==> src/rtl/ex_md_pkg.sv <==
// ex_md_pkg: shared encodings for the EX-stage HI/LO multiply/divide unit.
//   MD_* : md_op encodings (bit 1 = divide, bit 0 = unsigned)
//   md_state_e : sequencer states S_IDLE/S_BUSY/S_DONE
//   HILO_WR_HI/HILO_WR_LO : bit positions inside hilo_wr
package ex_md_pkg;

   localparam logic [1:0] MD_MULT  = 2'b00;
   localparam logic [1:0] MD_MULTU = 2'b01;
   localparam logic [1:0] MD_DIV   = 2'b10;
   localparam logic [1:0] MD_DIVU  = 2'b11;

   typedef enum logic [1:0] {
      S_IDLE = 2'd0,
      S_BUSY = 2'd1,
      S_DONE = 2'd2
   } md_state_e;

   localparam int unsigned HILO_WR_HI = 1;
   localparam int unsigned HILO_WR_LO = 0;

   function automatic logic op_is_div(input logic [1:0] op);
      return op[1];
   endfunction

   function automatic logic op_is_signed(input logic [1:0] op);
      return ~op[0];
   endfunction

endpackage

==> src/rtl/md_step.sv <==
// md_step: one radix-2 iteration of the HI/LO datapath, purely combinational.
//   is_div   in  1        0: shift-add multiply step, 1: restoring divide step
//   acc_in   in  WIDTH+1  upper half (partial product / partial remainder)
//   work_in  in  WIDTH    lower half (multiplier bits / dividend-then-quotient bits)
//   operand  in  WIDTH    multiplicand or divisor magnitude
//   acc_out  out WIDTH+1  next upper half
//   work_out out WIDTH    next lower half
// Multiply: {acc,work} is shifted right; after WIDTH steps it holds the 2*WIDTH product.
// Divide: {acc,work} is shifted left; after WIDTH steps work = quotient, acc = remainder.
module md_step #(
   parameter int unsigned WIDTH = 32
) (
   input  logic             is_div,
   input  logic [WIDTH:0]   acc_in,
   input  logic [WIDTH-1:0] work_in,
   input  logic [WIDTH-1:0] operand,
   output logic [WIDTH:0]   acc_out,
   output logic [WIDTH-1:0] work_out
);

   logic [WIDTH:0]   sum;
   logic [WIDTH:0]   shifted;
   logic [WIDTH+1:0] diff;

   always_comb begin
      // acc never exceeds WIDTH significant bits while multiplying, so the sum fits.
      sum      = acc_in + (work_in[0] ? {1'b0, operand} : {(WIDTH + 1){1'b0}});
      shifted  = {acc_in[WIDTH-1:0], work_in[WIDTH-1]};
      // Extra top bit acts as the borrow flag of the trial subtraction.
      diff     = {1'b0, shifted} - {2'b00, operand};
      acc_out  = {1'b0, sum[WIDTH:1]};
      work_out = {sum[0], work_in[WIDTH-1:1]};
      if (is_div) begin
         if (diff[WIDTH+1]) begin
            acc_out  = shifted;
            work_out = {work_in[WIDTH-2:0], 1'b0};
         end else begin
            acc_out  = diff[WIDTH:0];
            work_out = {work_in[WIDTH-2:0], 1'b1};
         end
      end
   end

endmodule

==> src/rtl/ex_muldiv_ctrl.sv <==
// ex_muldiv_ctrl: EX-stage HI/LO sequencer. Runs MULT/MULTU/DIV/DIVU one bit per cycle on
// operand magnitudes, applies sign fix-up, owns HI/LO and serves MTHI/MTLO.
//   clk, rst            clock, synchronous active-high reset
//   md_start, md_op     mul/div request in EX and its opcode (ex_md_pkg MD_*)
//   md_a, md_b          forwarded rs/rt operands
//   hilo_wr, hilo_wdata MTHI ([1]) / MTLO ([0]) write, honoured only in IDLE
//   flush               kills the EX instruction; aborts a running operation
//   stall               holds PC, IF/ID, ID/EX while an operation is pending
//   busy, done          state == BUSY, state == DONE (one-cycle pulse)
//   hi, lo              architectural HI/LO
// Optional build macro MD_ZERO_SKIP_EN: a zero operand at accept goes straight to DONE.
module ex_muldiv_ctrl
   import ex_md_pkg::*;
#(
   parameter int unsigned WIDTH = 32
) (
   input  logic             clk,
   input  logic             rst,
   input  logic             md_start,
   input  logic [1:0]       md_op,
   input  logic [WIDTH-1:0] md_a,
   input  logic [WIDTH-1:0] md_b,
   input  logic [1:0]       hilo_wr,
   input  logic [WIDTH-1:0] hilo_wdata,
   input  logic             flush,
   output logic             stall,
   output logic             busy,
   output logic             done,
   output logic [WIDTH-1:0] hi,
   output logic [WIDTH-1:0] lo
);

   localparam int unsigned CW = $clog2(WIDTH + 1);

   md_state_e        state_q, state_d;
   logic [CW-1:0]    cnt_q, cnt_d;
   logic [1:0]       op_q, op_d;
   logic             sign_a_q, sign_a_d;
   logic             sign_b_q, sign_b_d;
   logic             b_zero_q, b_zero_d;
   logic [WIDTH-1:0] a_q, a_d;
   logic [WIDTH:0]   acc_q, acc_d;
   logic [WIDTH-1:0] work_q, work_d;
   logic [WIDTH-1:0] mag_b_q, mag_b_d;
   logic [WIDTH-1:0] hi_q, hi_d;
   logic [WIDTH-1:0] lo_q, lo_d;

   logic             accept;
   logic             in_sign_a, in_sign_b;
   logic [WIDTH:0]   step_acc;
   logic [WIDTH-1:0] step_work;
   logic [2*WIDTH-1:0] prod;
   logic [WIDTH-1:0] quo, rem;

   md_step #(
      .WIDTH (WIDTH)
   ) u_step (
      .is_div   (op_is_div(op_q)),
      .acc_in   (acc_q),
      .work_in  (work_q),
      .operand  (mag_b_q),
      .acc_out  (step_acc),
      .work_out (step_work)
   );

   assign accept    = (state_q == S_IDLE) && md_start && !flush;
   assign in_sign_a = op_is_signed(md_op) & md_a[WIDTH-1];
   assign in_sign_b = op_is_signed(md_op) & md_b[WIDTH-1];

   // Final-iteration results; sign flags are only ever set for signed ops.
   always_comb begin
      prod = {step_acc[WIDTH-1:0], step_work};
      quo  = step_work;
      rem  = step_acc[WIDTH-1:0];
      if (sign_a_q ^ sign_b_q) begin
         prod = -prod;
         quo  = -quo;
      end
      if (sign_a_q) begin
         rem = -rem;
      end
   end

   always_comb begin
      state_d  = state_q;
      cnt_d    = cnt_q;
      op_d     = op_q;
      sign_a_d = sign_a_q;
      sign_b_d = sign_b_q;
      b_zero_d = b_zero_q;
      a_d      = a_q;
      acc_d    = acc_q;
      work_d   = work_q;
      mag_b_d  = mag_b_q;
      hi_d     = hi_q;
      lo_d     = lo_q;
      case (state_q)
         S_IDLE: begin
            if (accept) begin
               state_d  = S_BUSY;
               cnt_d    = '0;
               op_d     = md_op;
               sign_a_d = in_sign_a;
               sign_b_d = in_sign_b;
               b_zero_d = (md_b == '0);
               a_d      = md_a;
               acc_d    = '0;
               work_d   = in_sign_a ? -md_a : md_a;
               mag_b_d  = in_sign_b ? -md_b : md_b;
`ifdef MD_ZERO_SKIP_EN
               if (md_a == '0 || md_b == '0) begin
                  state_d = S_DONE;
                  if (op_is_div(md_op) && md_b == '0) begin
                     lo_d = '1;
                     hi_d = md_a;
                  end else begin
                     // Zero product, or 0/b giving zero quotient and remainder.
                     lo_d = '0;
                     hi_d = '0;
                  end
               end
`endif
            end else begin
               // A start in the same cycle wins over the MTHI/MTLO write.
               if (hilo_wr[HILO_WR_HI]) begin
                  hi_d = hilo_wdata;
               end
               if (hilo_wr[HILO_WR_LO]) begin
                  lo_d = hilo_wdata;
               end
            end
         end
         S_BUSY: begin
            if (flush) begin
               state_d = S_IDLE;
            end else begin
               acc_d  = step_acc;
               work_d = step_work;
               cnt_d  = cnt_q + 1'b1;
               if (cnt_q == CW'(WIDTH - 1)) begin
                  state_d = S_DONE;
                  if (!op_is_div(op_q)) begin
                     hi_d = prod[2*WIDTH-1:WIDTH];
                     lo_d = prod[WIDTH-1:0];
                  end else if (b_zero_q) begin
                     lo_d = '1;
                     hi_d = a_q;
                  end else begin
                     lo_d = quo;
                     hi_d = rem;
                  end
               end
            end
         end
         S_DONE: begin
            state_d = S_IDLE;
         end
         default: begin
            state_d = S_IDLE;
         end
      endcase
   end

   always_ff @(posedge clk) begin
      if (rst) begin
         state_q  <= S_IDLE;
         cnt_q    <= '0;
         op_q     <= '0;
         sign_a_q <= 1'b0;
         sign_b_q <= 1'b0;
         b_zero_q <= 1'b0;
         a_q      <= '0;
         acc_q    <= '0;
         work_q   <= '0;
         mag_b_q  <= '0;
         hi_q     <= '0;
         lo_q     <= '0;
      end else begin
         state_q  <= state_d;
         cnt_q    <= cnt_d;
         op_q     <= op_d;
         sign_a_q <= sign_a_d;
         sign_b_q <= sign_b_d;
         b_zero_q <= b_zero_d;
         a_q      <= a_d;
         acc_q    <= acc_d;
         work_q   <= work_d;
         mag_b_q  <= mag_b_d;
         hi_q     <= hi_d;
         lo_q     <= lo_d;
      end
   end

   assign stall = accept || (state_q == S_BUSY);
   assign busy  = (state_q == S_BUSY);
   assign done  = (state_q == S_DONE);
   assign hi    = hi_q;
   assign lo    = lo_q;

endmodule
==> config.mk <==
export PLATFORM = sky130hd
export DESIGN_NAME = ex_muldiv_ctrl
export DESIGN_NICKNAME = d
export VERILOG_FILES = /design/src/rtl/ex_md_pkg.sv /design/src/rtl/md_step.sv /design/src/rtl/ex_muldiv_ctrl.sv
export SDC_FILE = /design/constraint.sdc
export NUM_CORES = 1
export LEC_CHECK = 0
export CORE_UTILIZATION = 53
export DETAILED_ROUTE_END_ITERATION = 8
export PLACE_DENSITY = 0.84
export SYNTH_ARGS = -nofsm -noshare
export SYNTH_HDL_FRONTEND = slang
export SYNTH_HIERARCHICAL = 1
export SYNTH_SLANG_ARGS = --single-unit
export TNS_END_PERCENT = 10
==> constraint.sdc <==
create_clock -name clk -period 4.7 [get_ports clk]
set_input_delay 0.94 -clock clk [delete_from_list [all_inputs] [get_ports clk]]
set_output_delay 0.94 -clock clk [all_outputs]
set_load 0.05 [all_outputs]
-- Word level (Yosys, flattened, before mapping)
Cells that the tools add are included.
- register bits: 206
- logic and storage cells: 83
- output and inout port bits: 67
- bits of input ports: 104
- multiplexer cells: 37
- bitwise logic cells: 4
- reduce and logical (&&, ||, !) cells: 12
- equal/unequal tests: 10
- add/subtract/negate cells: 8
- operators with widths (operator ; count):
    2-to-1 mux 32 bit ; 20
    case mux 32 bit (2 select lines) ; 3
    2-to-1 mux 33 bit ; 4
    negator 32 bit ; 4
    case mux 33 bit (2 select lines) ; 1
    2-to-1 mux 64 bit ; 1
    negator 64 bit ; 1
    subtractor 33 x 32 -> 34 bit ; 1
    adder 33 bit ; 1
    logical NOT 32 bit ; 1
    2-to-1 mux 6 bit ; 2
    case mux 6 bit (2 select lines) ; 1
    inequality test 2 bit, second input constant ; 5
    AND reduction 5 bit ; 2
    adder 6 x 1 -> 6 bit, second input constant ; 1
    equality test 6 x 5 -> 1 bit, second input constant ; 1
    2-to-1 mux 2 bit ; 3
    case mux 2 bit (2 select lines) ; 1
    AND reduction 2 bit ; 2
    inequality test 3 x 2 -> 1 bit, second input constant ; 1
    AND reduction 3 bit ; 1
    bitwise AND 1 bit ; 2
    equality test 2 x 1 -> 1 bit, second input constant ; 1
    equality test 2 bit, second input constant ; 1
    9 further kinds ; 10

-- Logic depth before layout (Yosys ltp)
Gate-level depths: netlist of run 1.
- word-level depth: 10
- depth in mapped cells: 22
- mapped depth without buffers: 19

-- Cells and area by module
Netlist of run 1, hierarchy kept.
- by module, submodules not included (module ; sequential area each (um^2) ; area an instance (um^2) ; cells an instance ; times used):
    ex_muldiv_ctrl ; 4103.9 ; 12406.9 ; 1635 ; 1
    md_step ; 0.0 ; 4461.8 ; 634 ; 1

-- Least setup slack after synthesis of run 1
OpenSTA, ideal clock, no wires.
- path kind: register -> register
- start: register work_q[0]
- end: register hi_q[29], in the netlist hi[29]
- clock period less this slack: 4.700 ns
- buffers on the path: 3
- slack: 0.000 ns
- required time: 4.583 ns
- arrival time: 4.582 ns
- library setup time: 0.117 ns
- cell stages (with the launch flop): 21
- cell sequence: dfxtp_1 clkbuf_1 and2_1 ha_1 fa_1 a211oi_1 o211a_1 nor3_1 o21ai_1 a21oi_1 nand2b_1 a21o_1 a2111oi_0 a221oi_1 clkbuf_1 or3_1 or4_1 buf_2 o31a_1 mux2i_1 a32o_1
- cells in the longest elaborated chain, start to end: 10
- elaborated cells between the ends (all ways): 13
- classes of those cells: 3 x add/sub; 10 x mux
- RTL lines (element ; RTL line ; source):
    start: declaration ; ex_muldiv_ctrl.sv:43 ; logic [WIDTH-1:0] work_q, work_d;
    start signal: assignment ; ex_muldiv_ctrl.sv:187 ; work_q <= work_d;
    2-to-1 mux 32 bit * ; md_step.sv:27 ; sum = acc_in + (work_in[0] ? {1'b0, operand} : {(WIDTH + 1){1'b0}});
    adder 33 bit * ; md_step.sv:27 ;
    2-to-1 mux 33 bit * ; md_step.sv:33 ; if (is_div) begin
    named net step_acc[25] ; ex_muldiv_ctrl.sv:50 ; logic [WIDTH:0] step_acc;
    negator 32 bit ; ex_muldiv_ctrl.sv:80 ; rem = -rem;
    2-to-1 mux 32 bit ; ex_muldiv_ctrl.sv:79 ; if (sign_a_q) begin
    2-to-1 mux 32 bit ; ex_muldiv_ctrl.sv:145 ; end else if (b_zero_q) begin
    2-to-1 mux 32 bit * ; ex_muldiv_ctrl.sv:142 ; if (!op_is_div(op_q)) begin
    2-to-1 mux 32 bit * ; ex_muldiv_ctrl.sv:140 ; if (cnt_q == CW'(WIDTH - 1)) begin
    2-to-1 mux 32 bit * ; ex_muldiv_ctrl.sv:134 ; if (flush) begin
    case mux 32 bit (2 select lines) * ; ex_muldiv_ctrl.sv:97 ; case (state_q)
    end signal: assignment ; ex_muldiv_ctrl.sv:189 ; hi_q <= hi_d;
    end: declaration ; ex_muldiv_ctrl.sv:45 ; logic [WIDTH-1:0] hi_q, hi_d;
Mark *: on every way through the listed nets, which the timed path passes. The rest lies on a longest branch. The select of a mux whose other input is x is not followed.
A chain may end at the register's enable or synchronous reset.

-- Worst setup path in the final report of run 1
- start: register acc_q[17]
- end: register hi_q[21], in the netlist hi[21]
- cells in the longest elaborated chain, start to end: 10
- elaborated cells between the ends (all ways): 15
- classes of those cells: 4 x add/sub; 11 x mux
- RTL lines (element ; RTL line ; source):
    start: declaration ; ex_muldiv_ctrl.sv:42 ; logic [WIDTH:0] acc_q, acc_d;
    start signal: assignment ; ex_muldiv_ctrl.sv:173 ; acc_q <= '0;
    start signal: assignment ; ex_muldiv_ctrl.sv:186 ; acc_q <= acc_d;
    subtractor 33 x 32 -> 34 bit * ; md_step.sv:30 ; diff = {1'b0, shifted} - {2'b00, operand};
    2-to-1 mux 33 bit * ; md_step.sv:34 ; if (diff[WIDTH+1]) begin
    2-to-1 mux 33 bit * ; md_step.sv:33 ;
    named net step_acc[8] ; ex_muldiv_ctrl.sv:50 ;
    negator 32 bit ; ex_muldiv_ctrl.sv:80 ;
    2-to-1 mux 32 bit ; ex_muldiv_ctrl.sv:79 ;
    2-to-1 mux 32 bit ; ex_muldiv_ctrl.sv:145 ;
    2-to-1 mux 32 bit * ; ex_muldiv_ctrl.sv:142 ;
    2-to-1 mux 32 bit * ; ex_muldiv_ctrl.sv:140 ;
    2-to-1 mux 32 bit * ; ex_muldiv_ctrl.sv:134 ;
    case mux 32 bit (2 select lines) * ; ex_muldiv_ctrl.sv:97 ;
Marked as above.

==> results of run 1 <==
## per-layer routing
| metal | global-route usage [%] | wire [um] |
|---|---|---|
| met5 | 0 | 28 |
| met1 | 58.2 | 30100 |
| met3 | 12.1 | 9510 |
| met4 | 17.0 | 3370 |
| met2 | 66.2 | 31200 |
## cells in the final DEF, fill, tap and decap left out, drive strengths merged, types with 50 or more instances in the layout
cell type	n
buf	286
nand2	227
nor2	220
a21oi	212
dfxtp	205
clkdlybuf4s50	169
o21ai	140
xnor2	106
inv	75
nor3	74
xor2	69
ha	69
a211oi	50
## per-stage QoR
stage | utilization [%] | cells | TNS (ns) | power [uW] | setup WS, ns
after floorplan | - | 2269 | 0 | 3160 | 0.000433
after global placement | 66.6 | 2953 | -0.132 | 4080 | -0.0755
after detailed placement | 66.6 | 2953 | -0.286 | 4100 | -0.0937
after CTS | 69.5 | 2998 | -0.0558 | 6100 | -0.0407
after global routing | 70.7 | 3005 | -0.766 | 6410 | -0.110
final | 70.7 | 3006 | 0 | 6240 | 0.114
## final timing paths
path	start	endpoint	slack, ns	depth (start not counted)
setup / recovery	acc_q[17]$_SDFFE_PP0P_	hi[21]$_SDFFE_PP0P_	0.11	21
hold / removal	hi[15]$_SDFFE_PP0P_	hi[15]$_SDFFE_PP0P_	0.45	2
setup reg to reg	acc_q[17]$_SDFFE_PP0P_	hi[21]$_SDFFE_PP0P_	0.11	21
hold reg to reg	hi[15]$_SDFFE_PP0P_	hi[15]$_SDFFE_PP0P_	0.45	2
## worst max-delay path, delay by kind of cell, from the launching register on
family,cells,cell delay (ns)
AND/OR/NAND/NOR,6,1.40
AO/OA/AOI/OAI,7,1.26
buffers and inverters,6,0.95
flip-flops,1,0.36
adder cells (fa/ha/maj),1,0.33
multiplexers,1,0.15
## flip-flops by register name, summed over array words and instances, names as in the netlist
signal,flops
acc_q,33
mag_b_q,32
sign_a_q,1
state_q,2
op_q,1
work_q,32
cnt_q,6
hi,32
lo,32
b_zero_q,1
a_q,32
sign_b_q,1
## final cells by class
type                       count  area share (%)
tap                          396            2.26
sequential                   205            18.8
antenna                        1          0.0114
multi-input combinational   1831            55.9
clock inverter                 9           0.439
clock buffer                  36            3.41
inverter                      73            1.25
timing repair buffer         455            18.0
## cell families after synthesis
kind of cell               Yosys count  synth area share (%)
buffers and inverters              234                  5.44
muxes                               67                  4.24
and+or+nand+nor                    798                  23.3
adders and majority gates           71                  5.36
AOI/OAI and AO/OA                  719                  28.2
DFF                                205                  24.3
xor gates and xnor gates           175                  9.09
## repair_timing
item                       CTS  global route
setup endpoints to repair   15            43
hold endpoints to repair     0             0
pin swaps                    3            15
gates cloned                 0             1
setup buffers                0             6
gates resized for setup      9            69
## power by group through the flow
stage / Sequential, uW / Combinational [uW] / Clock (uW)
final: 1950 / 2280 / 2010
after global routing: 1960 / 2390 / 2070
after CTS: 1940 / 2150 / 2010
after detailed placement: 1980 / 2130 / 0
after global placement: 1980 / 2100 / 0
after floorplan: 2100 / 1060 / 0
==> run summary, run 1 <==
Die span in y -> 180 um
Final count of pins violating max slew -> 0
Port Buf Inserts -> 170
Number of distinct library cells after synthesis -> 94
Via count of the first global-routing pass -> 18,600
Ratio of routed vias to standard cells -> 6.71
Hold Vio Cnt, Final -> 0
Clock network fraction of total power -> 32.3%
Cell taking the most area after synthesis -> sky130_fd_sc_hd__dfxtp_1
Largest fanout on the critical path -> 6
Top post-synthesis cells by area -> sky130_fd_sc_hd__dfxtp_1 24%, sky130_fd_sc_hd__a21oi_1 6.2%, sky130_fd_sc_hd__xnor2_1 5.5%, sky130_fd_sc_hd__ha_1 5.1%, sky130_fd_sc_hd__nand2_1 5.1%
Area used by multi-input combinational logic -> 0.0122 mm^2
GPL Wtd Cong -> 1.11
Cell mode on critical path -> sky130_fd_sc_hd__buf_4
Synthesized net count -> 2,444
Clock insertion delay at the later pin of the skew report -> 0.57 ns
Hold buffer count at CTS -> 0
Cell Rows -> 64
Fraction of final layout cells sized beyond drive strength 1 -> 18.1%
Final wirelength -> 74,200 um
Leakage component of the power -> 0.00890 uW
Placeable core region -> 0.0310 mm^2
Gate power share -> 36.5%
Storage cell area -> 0.00411 mm^2
Clock Pin Slew Worst Setup and Hold Paths -> 0.07 ns
Portion of synthesized cell area occupied by the leading cell type -> 24.3%
Number of buffers between clock root and the deepest sink -> 3
Total CTS buffers -> 25
Routed wire per std cell -> 24.7 um
Synthesized area per cell -> 7.43 um^2
Post-layout net count -> 2,766
CP Capture Type -> flop
Achievable clock frequency -> 218 MHz
Total grt overflow -> 0
Cell chain of the critical path -> ha_1, buf_4, and3_1, and2_1, o21a_1, and3b_1, a21oi_2, buf_6, o21ai_4, buf_12, buf_4, o211ai_1, o21ai_1, nor4_2, buf_4, nand3_2, buf_4, or4_1, mux2i_1, a221o_1, o21ai_0
Mapped Cells -> 2,269
Initial standard-cell utilization of the core -> 54.4%
Number of nets with antenna violations after routing -> 0
Data arrival time of the critical path -> 5.06 ns
Type of the setup path with the least slack -> reg -> reg
Number of DRC violations after detailed-routing iteration 0 -> 2,784
Number of warning messages in the yosys log -> 6
Outcome -> finished clean
Maximum resistive drop on vdd -> 339 uV
Max_slew headroom -> 26.0%
Count leader, synth -> sky130_fd_sc_hd__nand2_1
Number of I/O pins -> 171
Final worst clock skew -> 0.0311 ns
Area growth syn-to-layout -> 30.0%
Actual slew at the worst max-slew pin -> 1.11 ns
Sequential fraction of design power -> 31.2%
Data required time at the worst endpoint -> 5.17 ns
Cell area after synthesis -> 0.0169 mm^2
First-pass GRT wire length -> 110,000 um
Final count of negative-setup-slack endpoints -> 0
Total vias in the final route -> 20,200
Final worst path period share -> 97.6%
Post-Route Hold Slack -> 0.452 ns
GRT Resource Usage Total -> 43.6%
Placed Instance Area -> 0.0207 mm^2
Number of enable flip-flop cells after synthesis -> 0
Die Area -> 0.0325 mm^2
Sw Pwr -> 2340 uW
Max cap viols -> 0
Number of optimization iterations in the first detailed-route pass -> 9
Clock root cell -> sky130_fd_sc_hd__clkbuf_16
Most numerous cell types in the synthesized netlist -> 227 x sky130_fd_sc_hd__nand2_1, 220 x sky130_fd_sc_hd__nor2_1, 208 x sky130_fd_sc_hd__a21oi_1, 205 x sky130_fd_sc_hd__dfxtp_1, 134 x sky130_fd_sc_hd__o21ai_0
Min-Delay Path Class -> reg -> reg
HPWL Detailed -> 56,800 um
Width of the chip -> 180 um
Num Clock Sinks -> 205
DRC violations left -> 0
Delay of the slowest cell on the worst path -> 0.54 ns
RSZ-0062 raised after global routing -> true
Finished layout cell area -> 0.0219 mm^2
Register area share after synthesis -> 24.3%
P_int -> 3910 uW
Clock period minus final worst setup slack -> 4.59 ns
Number of antenna violations at the first check in global routing -> 4
Pin count of the biggest net entering global routing -> 113
Kind of launch point of the worst setup path -> flop
Flops & latches, synth -> 205
Number of filler instances in the final layout -> 2,534
Maximum level of the CTS H-tree -> 1
Leading register cell type out of synthesis -> sky130_fd_sc_hd__dfxtp_1
Ys async rst share -> 0%
Switch share -> 37.4%
Worst path slowest cell -> sky130_fd_sc_hd__or4_1
Total power density per cell area -> 285 mW/mm^2
CTS tree -> yes
Note: power is estimated with default switching activity, not from simulation.
==> inputs of run 2 (changes only) <==
CORE_UTILIZATION = 60   (was 53)
PLACE_DENSITY = 0.9   (was 0.84)
clock period = 5.5 ns   (was 4.7 ns; I/O delays follow)
==> run 2 against run 1 <==
  * The flow now finishes with violations (setup timing)
  * Worst setup slack got worse by 0.12 ns
  * Wire length down 5.6%
  * Utilization increased by 1.2 points
  * Non-clock buffer count down 195
  * Register-to-register slack lost 0.12 ns
  * Die area fell by 12%
  * Power is 20% lower
  * Clock power decreased by 20%
  * Hold slack better by 0.0086 ns
  * Sequential share of layout area is 1.9 points higher
  * Flip-flop and latch count did not move
  * Clock skew shrank 0.0079 ns
  * Largest cell class unchanged
==> run summary, run 2 (same netlist as run 1, synthesis figures left out) <==
HPWL Detailed -> 52,500 um (-7.7%)
Clock Pin Slew Worst Setup and Hold Paths -> 0.06 ns (about the same)
Min-Delay Path Class -> reg -> reg
Maximum resistive drop on vdd -> 275 uV (-19%)
Number of buffers between clock root and the deepest sink -> 3 (unchanged)
Most common cell after layout, fill and taps aside -> sky130_fd_sc_hd__nand2_1
Type of the setup path with the least slack -> reg -> reg
Initial standard-cell utilization of the core -> 60.9% (+6.5 points)
P_int -> 3050 uW (-22%)
Endpoint of the most critical register-to-register path -> lo[28]$_SDFFE_PP0P_
GPL Wtd Cong -> 1.09 (-2.4%)
Ratio of routed vias to standard cells -> 6.98 (+4.1%)
Total CTS buffers -> 24 (-4.0%)
Outcome -> complete, but fails checks
Final count of pins violating max slew -> 0 (unchanged)
Achievable clock frequency -> 181 MHz (-17%)
Num Clock Sinks -> 205 (unchanged)
Width of the chip -> 170 um (-5.9%)
Hold buffer count at CTS -> 0 (unchanged)
R2R depth -> 17 (-19%)
Switch share -> 38.6% (+1.2 points)
Pin count of the biggest net entering global routing -> 82 (-27%)
Gate power share -> 33.9% (-2.6 points)
Via count of the first global-routing pass -> 17,900 (-4.0%)
Failing checks -> setup timing
Cell Rows -> 61 (-4.7%)
Hold path startpoint -> a_q[9]$_SDFFE_PP0P_
Post-layout net count -> 2,570 (-7.1%)
Number of filler instances in the final layout -> 2,225 (-12%)
Data required time at the worst endpoint -> 5.86 ns (+0.69 ns)
Number of buffers added for setup after CTS -> 0 (unchanged)
RSZ-0062 raised after global routing -> true
Number of DRC violations after detailed-routing iteration 0 -> 2,969 (+6.6%)
Max_slew headroom -> 9.65% (-16 points)
Min setup slack post-route -> -0.0113 ns (-0.125 ns)
Source of the critical timing path -> mag_b_q[16]$_SDFFE_PP0P_
Number of optimization iterations in the first detailed-route pass -> 9 (unchanged)
Max cap viols -> 0 (unchanged)
Data arrival time of the critical path -> 5.87 ns (+0.81 ns)
Number of I/O pins -> 171 (unchanged)
Area growth syn-to-layout -> 18.1%
Total vias in the final route -> 19,500 (-3.4%)
Kind of launch point of the worst setup path -> flop
Number of antenna violations at the first check in global routing -> 4 (unchanged)
Final worst path period share -> 100% (+2.6 points)
Final count of negative-setup-slack endpoints -> 1 (+1)
Final worst clock skew -> 0.0233 ns (-0.00788 ns)
DRC violations left -> 0 (unchanged)
Port Buf Inserts -> 170 (unchanged)
Most frequent cells in the layout -> 227 x sky130_fd_sc_hd__nand2_1, 219 x sky130_fd_sc_hd__nor2_1, 208 x sky130_fd_sc_hd__a21oi_1
Number of standard cells in the final layout excluding fillers -> 2,791 (-7.2%)
Maximum level of the CTS H-tree -> 1 (unchanged)
Reg2reg setup slack -> -0.01 ns (-0.12 ns)
Die span in y -> 170 um (-5.9%)
Clock insertion delay at the later pin of the skew report -> 0.56 ns (about the same)
Sequential fraction of design power -> 33.9% (+2.7 points)
Routed wire per std cell -> 25.1 um (+1.7%)
GRT Resource Usage Total -> 47.1% (+3.5 points)
Total negative slack for setup checks -> -0.0113 ns (-0.0113 ns)
Total grt overflow -> 0 (unchanged)
First-pass GRT wire length -> 104,000 um (-5.1%)
Fraction of final layout cells sized beyond drive strength 1 -> 9.33% (-8.7 points)
Total power density per cell area -> 249 mW/mm^2 (-13%)
Clock root cell -> sky130_fd_sc_hd__clkbuf_16
Leakage component of the power -> 0.00780 uW (-12%)
Largest fanout on the critical path -> 13 (+7)
Placed Cells incl. Taps -> 2,746 (-7.0%)
Worst Hold Depth -> 2 (unchanged)
Clock network fraction of total power -> 32.2% (about the same)
Hold worst-path end -> a_q[9]$_SDFFE_PP0P_
Register containing the most flip-flops in the final layout -> acc_q
Sw Pwr -> 1910 uW (-18%)
Final wirelength -> 70,000 um (-5.6%)
Clock period minus final worst setup slack -> 5.51 ns (+0.925 ns)
Actual slew at the worst max-slew pin -> 1.35 ns (+0.244 ns)
Placeable core region -> 0.0277 mm^2 (-11%)
Die Area -> 0.0288 mm^2 (-12%)
Hold Vio Cnt, Final -> 0 (unchanged)
CTS tree -> yes
Start of the worst register-to-register path -> mag_b_q[16]$_SDFFE_PP0P_
Resized cells post-CTS -> 0 (-9)
CP Capture Type -> flop
Max reg flops -> 33 (unchanged)
Number of nets with antenna violations after routing -> 0 (unchanged)
==> run 2: through the flow <==
step | hold WS, ns | area [um^2] | setup WS [ns] | power [uW] | util [%]
3_5_place_dp | 0.442 | 19100 | 0.209 | 3300 | 69.0
2_1_floorplan | 0.431 | 16900 | 0.800 | 2700 | -
6_report | 0.460 | 19900 | -0.0113 | 4960 | 71.9
5_1_grt | 0.488 | 19900 | -0.0966 | 5090 | 71.9
3_3_place_gp | 0.439 | 19100 | 0.299 | 3270 | 69.0
4_1_cts | 0.458 | 19900 | 0.169 | 4860 | 71.8
==> run 2: layer usage <==
| layer | up-vias | routed length, um | GRT usage, % |
|---|---|---|---|
| li1 | 8584 | - | - |
| met1 | 9063 | 26700 | 62.0 |
| met2 | 1523 | 29000 | 70.1 |
| met3 | 316 | 10600 | 14.9 |
| met4 | 6 | 3650 | 20.4 |
| met5 | - | 79 | 1.39 |
==> run 2: power by group through the flow <==
stage	sequential, uW	combinational [uW]	clock, uW
after CTS	1670	1610	1580
after floorplan	1800	904	0
final	1680	1680	1600
after global routing	1690	1760	1640
after detailed placement	1700	1600	0
after global placement	1700	1570	0
==> run 2: cell type report <==
type,count,area [um^2],area share (%)
multi-input cells,1831,11900,59.9
inverters,73,274,1.38
clock buffers,29,639,3.21
clock inverters,14,123,0.615
flip-flops and latches,205,4110,20.6
repair buffers,260,2370,11.9
diodes,1,2.50,0.0126
well taps,378,473,2.37
==> run 2: worst max-delay path by stage <==
stage	endpoint	cells after the start
6_report	lo[28]$_SDFFE_PP0P_	17
4_1_cts	hi[30]$_SDFFE_PP0P_	21
3_5_place_dp	hi[30]$_SDFFE_PP0P_	21
5_1_grt	lo[28]$_SDFFE_PP0P_	17
3_3_place_gp	hi[30]$_SDFFE_PP0P_	21
2_1_floorplan	hi[29]$_SDFFE_PP0P_	20
==> run 2: worst max-delay path, stage by stage, from the launching register on <==
cell and delay [ns]:
sky130_fd_sc_hd__dfxtp_1 0.35, sky130_fd_sc_hd__inv_1 0.05, sky130_fd_sc_hd__ha_1 0.34, sky130_fd_sc_hd__a211oi_1 0.38
sky130_fd_sc_hd__o211ai_1 0.24, sky130_fd_sc_hd__a311oi_1 0.42, sky130_fd_sc_hd__o21ai_0 0.17, sky130_fd_sc_hd__a21oi_2 0.38
sky130_fd_sc_hd__o21ai_2 0.37, sky130_fd_sc_hd__mux2_2 0.46, sky130_fd_sc_hd__inv_1 0.08, sky130_fd_sc_hd__ha_1 0.17
sky130_fd_sc_hd__nor3b_4 0.34, sky130_fd_sc_hd__nand2_1 0.20, sky130_fd_sc_hd__or3_4 0.46, sky130_fd_sc_hd__o41ai_1 0.38
sky130_fd_sc_hd__xor2_1 0.39, sky130_fd_sc_hd__a211oi_1 0.14
